**src/rtl/program_memory.sv**
```systemverilog
// Writable instruction store: self-clears after reset, serves 1-cycle fetches in RUN,
// and accepts MSB-first byte-serial program downloads in LOAD.
module program_memory #(
    parameter int                    DATA_WIDTH   = 28,
    parameter int                    ADDR_WIDTH   = 16,
    parameter int                    DEPTH        = 64,
    parameter logic [DATA_WIDTH-1:0] DEFAULT_WORD = '0
) (
    input  logic                  Clock,
    input  logic                  Reset,
    input  logic [ADDR_WIDTH-1:0] iAddress,
    input  logic                  iReadEnable,
    output logic [DATA_WIDTH-1:0] oInstruction,
    output logic                  oBusy,
    input  logic                  iLoadStart,
    input  logic                  iLoadDone,
    input  logic                  iLoadValid,
    input  logic [7:0]            iLoadByte,
    output logic                  oLoadReady,
    output logic [ADDR_WIDTH-1:0] oLoadCount,
    output logic                  oLoadFull,
    output logic [1:0]            oState
);

    localparam int BPW    = (DATA_WIDTH + 7) / 8;
    localparam int IDX_W  = (DEPTH > 1) ? $clog2(DEPTH) : 1;
    localparam int BCW    = (BPW > 1) ? $clog2(BPW) : 1;
    localparam int HIST_W = DATA_WIDTH - 8;

    localparam logic [ADDR_WIDTH:0] DEPTH_LIM = (ADDR_WIDTH + 1)'(DEPTH);
    localparam logic [IDX_W-1:0]    LAST_IDX  = IDX_W'(DEPTH - 1);
    localparam logic [BCW-1:0]      LAST_BYTE = BCW'(BPW - 1);

    // Handshake: a download byte transfers on a rising edge where iLoadValid and
    // oLoadReady are both high; iLoadStart/iLoadDone in that cycle take priority
    // and the byte is dropped.
    typedef enum logic [1:0] {
        S_INIT = 2'd0,
        S_RUN  = 2'd1,
        S_LOAD = 2'd2
    } state_t;

    state_t                state;
    logic [DATA_WIDTH-1:0] mem [DEPTH];
    logic [IDX_W-1:0]      init_ptr;
    logic [IDX_W-1:0]      wr_ptr;
    logic [BCW-1:0]        byte_cnt;
    logic [HIST_W-1:0]     asm_q;
    logic [DATA_WIDTH-1:0] asm_word;
    logic                  accept;
    logic                  word_done;
    logic                  mem_we;
    logic [IDX_W-1:0]      mem_waddr;
    logic [DATA_WIDTH-1:0] mem_wdata;

    assign oState = state;

    // Older bytes shift toward the top; excess bits of the first byte fall off.
    assign asm_word  = {asm_q, iLoadByte};
    assign accept    = (state == S_LOAD) && oLoadReady && iLoadValid && !iLoadStart && !iLoadDone;
    assign word_done = accept && (byte_cnt == LAST_BYTE);

    always_comb begin
        mem_we    = 1'b0;
        mem_waddr = init_ptr;
        mem_wdata = DEFAULT_WORD;
        if (!Reset) begin
            if (state == S_INIT) begin
                mem_we = 1'b1;
            end else if (word_done) begin
                mem_we    = 1'b1;
                mem_waddr = wr_ptr;
                mem_wdata = asm_word;
            end
        end
    end

    always_ff @(posedge Clock) begin
        if (mem_we) mem[mem_waddr] <= mem_wdata;
    end

    always_ff @(posedge Clock) begin
        if (Reset) begin
            state        <= S_INIT;
            init_ptr     <= '0;
            wr_ptr       <= '0;
            byte_cnt     <= '0;
            asm_q        <= '0;
            oInstruction <= DEFAULT_WORD;
            oBusy        <= 1'b1;
            oLoadReady   <= 1'b0;
            oLoadCount   <= '0;
            oLoadFull    <= 1'b0;
        end else begin
            case (state)
                S_INIT: begin
                    oInstruction <= DEFAULT_WORD;
                    init_ptr     <= init_ptr + 1'b1;
                    if (init_ptr == LAST_IDX) begin
                        state <= S_RUN;
                        oBusy <= 1'b0;
                    end
                end
                S_RUN: begin
                    if (iReadEnable)
                        oInstruction <= ({1'b0, iAddress} < DEPTH_LIM) ?
                                        mem[iAddress[IDX_W-1:0]] : DEFAULT_WORD;
                    if (iLoadStart) begin
                        state      <= S_LOAD;
                        oBusy      <= 1'b1;
                        oLoadReady <= 1'b1;
                        wr_ptr     <= '0;
                        byte_cnt   <= '0;
                        oLoadCount <= '0;
                        oLoadFull  <= 1'b0;
                    end
                end
                S_LOAD: begin
                    oInstruction <= DEFAULT_WORD;
                    if (iLoadStart) begin
                        wr_ptr     <= '0;
                        byte_cnt   <= '0;
                        oLoadCount <= '0;
                    end else if (iLoadDone) begin
                        state      <= S_RUN;
                        oBusy      <= 1'b0;
                        oLoadReady <= 1'b0;
                        byte_cnt   <= '0;
                    end else if (accept) begin
                        asm_q <= asm_word[HIST_W-1:0];
                        if (word_done) begin
                            byte_cnt   <= '0;
                            wr_ptr     <= wr_ptr + 1'b1;
                            oLoadCount <= oLoadCount + 1'b1;
                            if (wr_ptr == LAST_IDX) begin
                                oLoadFull  <= 1'b1;
                                state      <= S_RUN;
                                oBusy      <= 1'b0;
                                oLoadReady <= 1'b0;
                            end
                        end else begin
                            byte_cnt <= byte_cnt + 1'b1;
                        end
                    end
                end
                default: begin
                    state <= S_INIT;
                    oBusy <= 1'b1;
                end
            endcase
        end
    end

endmodule

```
**config.mk**
```make
export PLATFORM = sky130hd
export DESIGN_NAME = program_memory
export DESIGN_NICKNAME = d
export VERILOG_FILES = /design/src/rtl/program_memory.sv
export SDC_FILE = /design/constraint.sdc
export NUM_CORES = 2
export LEC_CHECK = 0
export ABC_AREA = 1
export CAP_MARGIN = 25
export CORE_MARGIN = 2
export CORE_UTILIZATION = 35
export CTS_CLUSTER_DIAMETER = 80
export CTS_CLUSTER_SIZE = 25
export DETAILED_ROUTE_END_ITERATION = 12
export PLACE_DENSITY = 0.59
export SLEW_MARGIN = 20
export SYNTH_ARGS = -nofsm -noshare
export SYNTH_HDL_FRONTEND = slang
export SYNTH_SLANG_ARGS = --single-unit
export TNS_END_PERCENT = 20
```
**constraint.sdc**
```tcl
create_clock -name Clock -period 3.5 [get_ports Clock]
set_input_delay 0.7 -clock Clock [delete_from_list [all_inputs] [get_ports Clock]]
set_output_delay 0.7 -clock Clock [all_outputs]
set_load 0.02 [all_outputs]
```
==> impl_metrics.env <==
export IMPL_status="completed"
export IMPL_synth_seq_cells=1875
export IMPL_grt_usage_pct=19.5
export IMPL_initial_core_util_pct=35.2
export IMPL_power_total_mw=41.0
export IMPL_dieArea_mm2=0.220
export IMPL_synth_cells=6562
export IMPL_timing_final_crit_period_ns=2.95
export IMPL_fin_util_pct=40.3
export IMPL_cts_made_buffers=95
export IMPL_drc_errors=0
export IMPL_syn_area_mm2=0.0757
export IMPL_cp_data_arrival_time_ns=3.39
export IMPL_clk_pin_slew_ns=0.10
export IMPL_finalSetupViolations=0
export IMPL_cts_root_buf="clkbuf_16"
export IMPL_area_delta_synth_final_pct=14.4
export IMPL_ioPinCount=79
export IMPL_skew_ns=0.0533
export IMPL_hold_start="oLoadCount[15]"
export IMPL_rows=170
export IMPL_synth_distinct_cells=39
export IMPL_clkLatencyLatePin_ns=0.78
export IMPL_power_per_cell_area_mw_per_mm2=473
export IMPL_core_mm2=0.215
export IMPL_synth_top_area_cell="edfxtp_1"
export IMPL_drtPass1Iterations=6
export IMPL_setup_ws_ns=0.549
export IMPL_grtUsageMet1_pct=28.1
export IMPL_worstHoldEndpoint="oLoadCount[15]"
export IMPL_p_leak_nw=32.2
export IMPL_clock_sinks=1875
export IMPL_timing_fmax_mhz=339
export IMPL_synth_top_cells_by_area="edfxtp_1, nand2_1, nand3_1"
export IMPL_placed_cells_incl_taps=9374
export IMPL_hold_depth=1
export IMPL_overflow=0
export IMPL_finalHoldViolCount=0
export IMPL_instances_no_fill=9537
export IMPL_clockBufferDepth=3
export IMPL_ir_worst_vdd_v=0.000414
export IMPL_r2r_start="oState[0]"
export IMPL_r2r_end="mem[5][19]"
export IMPL_critPathMaxFanout=28
export IMPL_syn_area_per_cell_um2=11.5
export IMPL_synth_nets=6599
export IMPL_cts_setup_buffers=0
export IMPL_rsz0062_at_grt="false"
export IMPL_holdWs_ns=0.455
export IMPL_start_kind="flip-flop"
export IMPL_yosys_warnings=0
export IMPL_dp_slack_ns=0.0509
export IMPL_worstPathRequired_ns=3.94
export IMPL_routedWlPerCell_um=22.8
export IMPL_rr_worst_depth=14
export IMPL_n_fill_cell=20100
export IMPL_yosysSeqAreaShare_pct=73.3
export IMPL_fin_nets=6670
export IMPL_portBuffers=78
export IMPL_num_vias=50400
export IMPL_tightest_slew_ns=0.737
export IMPL_cts_tree="done"
export IMPL_drive_gt1_share_pct=8.82
export IMPL_min_delay_path_class="flip-flop to flip-flop"
export IMPL_rrSetupSlack_ns=0.55
export IMPL_grtUsageMet2_pct=30.4
export IMPL_die_width_um=469
export IMPL_drt_initial_drc_count=6343
export IMPL_gp_congestion=0.954
export IMPL_slew_violations=0
export IMPL_antenna_found_initial=4
export IMPL_routed_via_density=5.28
export IMPL_grt_pass1_vias=47600
export IMPL_wl_mm=218
export IMPL_crit_path_end_kind="flip-flop"
export IMPL_fin_crit_sh_pct=84.3
export IMPL_die_height_um=469
export IMPL_cts_hold_buf=0
export IMPL_grt_max_degree=123
export IMPL_cts_resized=0
export IMPL_synth_top_cell_area_share_pct=71.1
export IMPL_grtUsageMet3_pct=2.21
export IMPL_top_usage_layer="met2"
export IMPL_timing_slew_headroom_pct=50.9
export IMPL_h_tree_depth=3
export IMPL_path_class="flip-flop to flip-flop"
export IMPL_antenna_left=0
export IMPL_grt_pass1_wl_mm=320
export IMPL_hpwl_mm=133
export IMPL_maxCapViolations=0
[how the worst max path moves through the flow]
stage,endpoint,cells past startpoint,startpoint
finish,mem[5][19],14,oState[0]
CTS,mem[43][24],12,oState[1]
global route,mem[43][24],15,oState[0]
detailed placement,mem[28][14],14,iLoadValid
global placement,mem[28][12],14,iLoadValid
floorplan,mem[0][17],10,oState[1]
[registers in the layout, summed over array words and instances (netlist names)]
signal,cells
byte_cnt,2
oLoadFull,1
asm_q,20
oBusy,1
oLoadReady,1
oInstruction,28
oState,2
wr_ptr,6
oLoadCount,16
init_ptr,6
mem,1792
[synthesized netlist by cell type]
cell	instances
inv_4	3
nand4_4	8
nor2_1	123
o21ai_2	6
edfxtp_1	1792
a31oi_1	5
o21ai_1	1
nor3_2	1
buf_4	3
ha_1	7
inv_2	6
dfxtp_1	83
inv_1	68
a211oi_1	2
nand2_2	10
a21oi_4	1
nor3_1	10
nor2_4	1
nor3b_2	1
o21ai_0	42
a21oi_1	69
buf_2	125
buf_6	1
xor2_1	2
buf_1	68
clkinv_1	1
o21bai_1	1
nor2_8	1
nand2_4	1
nand4_1	1
clkbuf_1	215
nor3b_1	2
o31ai_1	1
nand3_1	1529
a22oi_1	2
nand2_1	2364
and3_1	2
nor4_1	3
nand3_4	1
[placed cells by master, fill, tap and decap left out, drive strengths merged, types with 70 or more instances in the layout]
master / n
nand3: 1530
inv: 99
clkbuf: 118
nand2: 2375
a21oi: 70
edfxtp: 1792
clkdlybuf4s50: 72
buf: 314
dfxtp: 83
nor2: 125
[layer usage]
metal / part of all wire [%] / wire, um
met5: 0.0060 / 13
met2: 46 / 100000
met3: 7.5 / 16200
met1: 43 / 93700
met4: 3.6 / 7840
[per-stage QoR]
stage,cell area (um2),setup TNS (ns)
2_1_floorplan,75700,-451.78
3_3_place_gp,83600,0
3_5_place_dp,83600,0
4_1_cts,86600,0
5_1_grt,86600,0
6_report,86600,0
[final cells by class]
class | instances | area [um2] | area share [%]
Sequential cell | 1875 | 55500 | 64.0
Multi-Input combinational cell | 4197 | 18900 | 21.8
Timing Repair Buffer | 386 | 5300 | 6.11
Tap cell | 2838 | 3550 | 4.10
Clock buffer | 118 | 2540 | 2.93
Clock inverter | 44 | 528 | 0.609
Inverter | 78 | 325 | 0.375
Antenna cell | 1 | 2.50 | 0.00289
[cells by family (layout without fill, tap and decap cells)]
group,count (synthesis),after routing,share of synthesized area [%]
AOI/OAI and AO/OA,130,130,0.932
xor gates and xnor gates,2,2,0.0231
adders and majority gates,7,7,0.116
buffers and inverters,490,626,2.67
DFF,1875,1875,73.3
other,0,1,0
and+or+nand+nor,4058,4058,23.0
[power breakdown]
part | internal [mW] | total [mW] | switching (mW)
clock network | 5.65 | 13.0 | 7.37
logic | 1.01 | 3.46 | 2.45
registers | 24.4 | 24.5 | 0.0771
[critical path, stage by stage, from the launching register on]
cell and delay (ns):
dfxtp_1 0.35, inv_1 0.10, ha_1 0.29, inv_2 0.09, nor2_4 0.12, nand2_4 0.08, nor2_8 0.11, nand3_4 0.21
o21ai_2 0.26, inv_1 0.09, nor2_1 0.23, nand2_2 0.11, buf_12 0.17, nor2_4 0.13, buf_12 0.25
Power figures use the tool's default switching activity.
